===== config.mk =====
export PLATFORM = sky130hd
export DESIGN_NAME = alu_cmd_seq
export DESIGN_NICKNAME = d
export VERILOG_FILES = /design/src/rtl/alu_cmd_seq.sv
export SDC_FILE = /design/constraint.sdc
export NUM_CORES = 1
export LEC_CHECK = 0
export ABC_CLOCK_PERIOD_IN_PS = 1600
export BUFFER_PORTS_ARGS = -buffer_cell sky130_fd_sc_hd__buf_4
export CORE_AREA = 2 2 107 109
export CTS_CLUSTER_SIZE = 10
export DETAILED_ROUTE_END_ITERATION = 10
export DIE_AREA = 0 0 109 111
export PLACE_DENSITY_LB_ADDON = 0.1
export RECOVER_POWER = 25
export SLEW_MARGIN = 20
export SYNTH_ARGS = -nofsm -noshare
export SYNTH_HDL_FRONTEND = slang
export SYNTH_SLANG_ARGS = --single-unit

===== constraint.sdc =====
create_clock -name clk -period 1.6 [get_ports clk]
set_input_delay 0.4 -clock clk [delete_from_list [all_inputs] [get_ports clk]]
set_output_delay 0.4 -clock clk [all_outputs]
set_load 0.05 [all_outputs]

===== src/rtl/alu_cmd_seq.sv =====
// alu_cmd_seq: accepts one ALU command at a time, decodes ALUOp/funct into an
// ALU control code, presents registered operands to an external combinational
// ALU, captures its result and holds it until the consumer takes it.
// Sequence per command: IDLE (accept) -> EXEC (ALU evaluates) -> DONE (present).
module alu_cmd_seq #(
  parameter int WIDTH = 32,
  parameter int CNT_W = 16
) (
  input  logic             clk,
  input  logic             rst_n,
  input  logic             in_valid,
  output logic             in_ready,
  input  logic [1:0]       in_aluop,
  input  logic [5:0]       in_funct,
  input  logic [WIDTH-1:0] in_a,
  input  logic [WIDTH-1:0] in_b,
  output logic [3:0]       alu_ctl,
  output logic [WIDTH-1:0] alu_a,
  output logic [WIDTH-1:0] alu_b,
  input  logic [WIDTH-1:0] alu_out,
  input  logic             alu_zero,
  output logic             res_valid,
  input  logic             res_ready,
  output logic [WIDTH-1:0] res_data,
  output logic             res_zero,
  output logic             res_illegal,
  output logic [CNT_W-1:0] op_count
);

  typedef enum logic [1:0] {
    S_IDLE = 2'd0,
    S_EXEC = 2'd1,
    S_DONE = 2'd2
  } state_t;

  // ALU control codes understood by the datapath ALU
  localparam logic [3:0] CTL_AND = 4'd0;
  localparam logic [3:0] CTL_OR  = 4'd1;
  localparam logic [3:0] CTL_ADD = 4'd2;
  localparam logic [3:0] CTL_SUB = 4'd6;
  localparam logic [3:0] CTL_SLT = 4'd7;
  localparam logic [3:0] CTL_NOR = 4'd12;
  localparam logic [3:0] CTL_ILL = 4'd15;

  state_t           r_state;
  state_t           w_state_next;
  logic             w_accept;
  logic             w_exec_end;
  logic             w_handshake;
  logic [3:0]       w_dec_ctl;
  logic             w_dec_illegal;

  logic [3:0]       r_alu_ctl;
  logic [WIDTH-1:0] r_alu_a;
  logic [WIDTH-1:0] r_alu_b;
  logic             r_illegal;
  logic [WIDTH-1:0] r_res_data;
  logic             r_res_zero;
  logic             r_res_illegal;
  logic [CNT_W-1:0] r_op_count;

  // Decode ALUOp class and R-type funct into a control code; anything unknown is illegal
  always_comb begin
    w_dec_ctl     = CTL_ILL;
    w_dec_illegal = 1'b1;
    case (in_aluop)
      2'b00: begin
        w_dec_ctl     = CTL_ADD;
        w_dec_illegal = 1'b0;
      end
      2'b01: begin
        w_dec_ctl     = CTL_SUB;
        w_dec_illegal = 1'b0;
      end
      2'b10: begin
        w_dec_illegal = 1'b0;
        case (in_funct)
          6'b100000: w_dec_ctl = CTL_ADD;
          6'b100010: w_dec_ctl = CTL_SUB;
          6'b100100: w_dec_ctl = CTL_AND;
          6'b100101: w_dec_ctl = CTL_OR;
          6'b101010: w_dec_ctl = CTL_SLT;
          6'b100111: w_dec_ctl = CTL_NOR;
          default: begin
            w_dec_ctl     = CTL_ILL;
            w_dec_illegal = 1'b1;
          end
        endcase
      end
      default: begin
        w_dec_ctl     = CTL_ILL;
        w_dec_illegal = 1'b1;
      end
    endcase
  end

  // Next-state and handshake outputs; in_valid outside IDLE is simply not looked at
  always_comb begin
    w_state_next = r_state;
    in_ready     = 1'b0;
    res_valid    = 1'b0;
    w_accept     = 1'b0;
    w_exec_end   = 1'b0;
    w_handshake  = 1'b0;
    case (r_state)
      S_IDLE: begin
        in_ready = 1'b1;
        if (in_valid) begin
          w_accept     = 1'b1;
          w_state_next = S_EXEC;
        end
      end
      S_EXEC: begin
        w_exec_end   = 1'b1;
        w_state_next = S_DONE;
      end
      S_DONE: begin
        res_valid = 1'b1;
        if (res_ready) begin
          w_handshake  = 1'b1;
          w_state_next = S_IDLE;
        end
      end
      default: w_state_next = S_IDLE;
    endcase
  end

  // State register; reset abandons any command in flight
  always_ff @(posedge clk or negedge rst_n) begin
    if (!rst_n) begin
      r_state <= S_IDLE;
    end else begin
      r_state <= w_state_next;
    end
  end

  // Latch decoded command on acceptance only, so the ALU inputs stay quiet otherwise
  always_ff @(posedge clk or negedge rst_n) begin
    if (!rst_n) begin
      r_alu_ctl <= 4'd0;
      r_alu_a   <= '0;
      r_alu_b   <= '0;
      r_illegal <= 1'b0;
    end else if (w_accept) begin
      r_alu_ctl <= w_dec_ctl;
      r_alu_a   <= in_a;
      r_alu_b   <= in_b;
      r_illegal <= w_dec_illegal;
    end
  end

  // Capture the ALU result at the end of EXEC; illegal commands force a fixed result
  always_ff @(posedge clk or negedge rst_n) begin
    if (!rst_n) begin
      r_res_data    <= '0;
      r_res_zero    <= 1'b0;
      r_res_illegal <= 1'b0;
    end else if (w_accept) begin
      r_res_illegal <= 1'b0;
    end else if (w_exec_end) begin
      if (r_illegal) begin
        r_res_data    <= '0;
        r_res_zero    <= 1'b1;
        r_res_illegal <= 1'b1;
      end else begin
        r_res_data    <= alu_out;
        r_res_zero    <= alu_zero;
        r_res_illegal <= 1'b0;
      end
    end
  end

  // Count results handed over, legal or not; wraps naturally at full scale
  always_ff @(posedge clk or negedge rst_n) begin
    if (!rst_n) begin
      r_op_count <= '0;
    end else if (w_handshake) begin
      r_op_count <= r_op_count + 1'b1;
    end
  end

  assign alu_ctl     = r_alu_ctl;
  assign alu_a       = r_alu_a;
  assign alu_b       = r_alu_b;
  assign res_data    = r_res_data;
  assign res_zero    = r_res_zero;
  assign res_illegal = r_res_illegal;
  assign op_count    = r_op_count;

endmodule


==> run metrics <==
total global routing overflow 0; pwr/cell area ~2500 mW/mm^2; TritonCTS Buffers 17; synth cell count leaders nand2_1 (269), dfrtp_1 (121), o21ai_0 (26), nor2_1 (10), o21ai_1 (10); Yosys warnings 0; FF-to-FF Start r_state[0]; area of the mapped netlist slightly below 0.005 sq mm; Final setup violation count 0; global router's overall resource usage 0.2177; Vias between 4000 and 5000; Syn Nets 626; H-Tree Depth 4; EDFF count, synth 0; post-synth cell types 38; sequential share of the synthesized area 0.6276; ratio of cells with drive above 1 in the final layout 0.3843; Avg Vias per Cell approximately 4.7; num ports roughly 230; clk_lat worst skew ~0.4 ns; final hold vios 0; Initial Util 0.4356; met3 GRT Util 0.08172; worst path bufs/invs 2; fmax roughly 630 MHz; CP Capture Type primary output; asr flop ratio synth 1.000; FF+latch count, synth between 100 and 150; min cycle time layout ~1.6 ns; Slowest Stage Delay on Critical Path 0.43 ns; initial antenna violation count 0; first-pass GRT wire length between 20 and 25 mm; Root Driver clkbuf_16; Worst-path clk slew 0.05 ns; routing usage on met1 0.2523; Clock Sinks roughly 120; # DRC 0; status finished clean; critical path arrival between 1 and 1.5 ns; final net count approximately 860; final period utilization 0.9878; Routability Congestion 0.8132; busiest layer in global routing met2; ys flop type dfrtp_1; largest area contributor in the netlist dfrtp_1; worst hold slack around 0.18 ns; wire per inst 14.07 um; I/O Buffers 228; Yosys top cell area share 0.6276; DR pass1 iterations 4; # diodes 0; Max clock buf depth 2; Final Skew approximately 0.009 ns; Syn Inst Count approximately 520; Final Total Pwr between 15000 and 20000 uW; final wirelength about 13 mm; Die Ht 111 um; fin area between 0.007 and 0.008 sq mm; Die W 109 um; CP required about 1.2 ns; Critical path origin r_state[0]; Hold Path Origin in_a[21]; most common cell in the netlist nand2_1; Core ar. approximately 0.011 sq mm; mean post-synth cell area slightly above 9 sq um; Max-Cap Viols 0; kind of critical path reg -> out; cells along the critical path nand2b_4 -> inv_2 -> buf_8; Slew HR 0.5695; type of the worst min-delay path in -> reg; met2 usage 0.3528; slowest stage cell, crit path dfrtp_2; most area-consuming cells after synthesis dfrtp_1 (63%), nand2_1 (21%), o21ai_0 (2.7%); worst slew pin tran between 0.6 and 0.7 ns; maximum vdd drop ~1.5 mV; TritonCTS clock tree built; # rows 39; Detail Route Antenna Nets 0; top fanout value on the critical path 3; RSZ-0062 raised after global routing true; CP startpoint kind flop; Final Max Slew Viols 0; largest net degree at the start of global routing 53; family with the most delay on the worst path flip-flops; Leakage 0.004001 uW; die area 0.01210 sq mm; DP HPWL 9.176 mm; vias in the first global route 4353; DR iter-0 viols 280; Syn-to-layout area delta 53.09%; dpl cell area about 0.0067 sq mm
[routing by layer]
metal | part of all wire | up-vias | wire length (um)
li1 | - | 2100 | -
met1 | 0.39 | 1976 | 4982
met2 | 0.49 | 184 | 6279
met3 | 0.089 | 31 | 1136
met4 | 0.030 | 0 | 380
met5 | 0 | - | 0
[placed cells by master, fill, tap and decap left out, types with 2 or more instances in the layout]
cell type,n
nand2_1,269
buf_4,234
dfrtp_1,114
o21ai_0,26
clkbuf_16,17
o21ai_1,10
xnor2_1,9
nor2_1,9
dfrtp_2,7
xor2_1,6
nand3_1,4
clkinv_2,4
clkinvlp_4,4
buf_12,4
bufinv_16,3
inv_2,2
inv_1,2
nand4_1,2
nor3_1,2
nor4_2,2
nor2b_1,2
a21oi_1,2
a221o_1,2
clkbuf_8,2
[final timing paths]
| kind | end | slack (ns) | depth (start not counted) |
|---|---|---|---|
| max in group asynchronous | op_count[1] | 0.31 | 3 |
| worst min-delay path | alu_a[21] | 0.18 | 3 |
| worst max register to register | op_count[5] | 0.10 | 5 |
| worst max-delay path | res_valid | 0.02 | 3 |
| min in group asynchronous | res_data[10] | 0.56 | 2 |
| worst min register to register | alu_b[30] | 0.47 | 2 |
[report_power, final]
group / internal, uW / total [uW] / switching, uW
Clock: 2520 / 3860 / 1340
Sequential: 4340 / 5100 / 764
Combinational: 2660 / 9260 / 6610
[per-stage QoR]
step           instances    util  worst slack [ns]  setup TNS [ns]
2_1_floorplan        516       -          0.002316               0
3_3_place_gp         872  0.6073            0.1250               0
3_5_place_dp         872  0.6073           0.08595               0
4_1_cts              906  0.6654         -0.003411       -0.003411
5_1_grt              908  0.6668          -0.03104        -0.03157
6_report             908  0.6668           0.01956               0
[kinds of logic after synthesis]
logic type,count (synthesis),share of synthesized area
compound gates,45,0.05187
xor+xnor,15,0.02723
fa+ha+maj,1,0.002593
buf+inv,29,0.02956
flops,121,0.6276
mux,2,0.004668
simple gates,303,0.2565
[sequential cells by signal, indices dropped and copies added, names as in the netlist]
register and count:
r_illegal 1, res_data 32, r_state 2, alu_a 32, res_zero 1, alu_ctl 4, res_illegal 1, alu_b 32
op_count 16
[repair_timing]
action,CTS,global route
endpoints found under the setup margin,2,5
pin swaps,0,1
hold endpoints to repair,21,0
resized for setup,7,1
hold buffers,1,0
buffers inserted,1,2
gates cloned,0,0
[worst min-delay path: cells and delay by family]
| kind | cells | cell delay [ns] |
|---|---|---|
| AND/OR/NAND/NOR | 2 | 0.08 |
| buffers and inverters | 1 | 0.07 |
[area by class of cell]
class / count / area [sq um]
Clock buffer: 20 / 456.7
Clock inverter: 12 / 148.9
Fill cell: 909 / 3691
Inverter: 4 / 15.01
Multi-Input combinational cell: 366 / 1672
Sequential cell: 121 / 3037
Tap cell: 143 / 178.9
Timing Repair Buffer: 242 / 1878
Power figures use the tool's default switching activity.
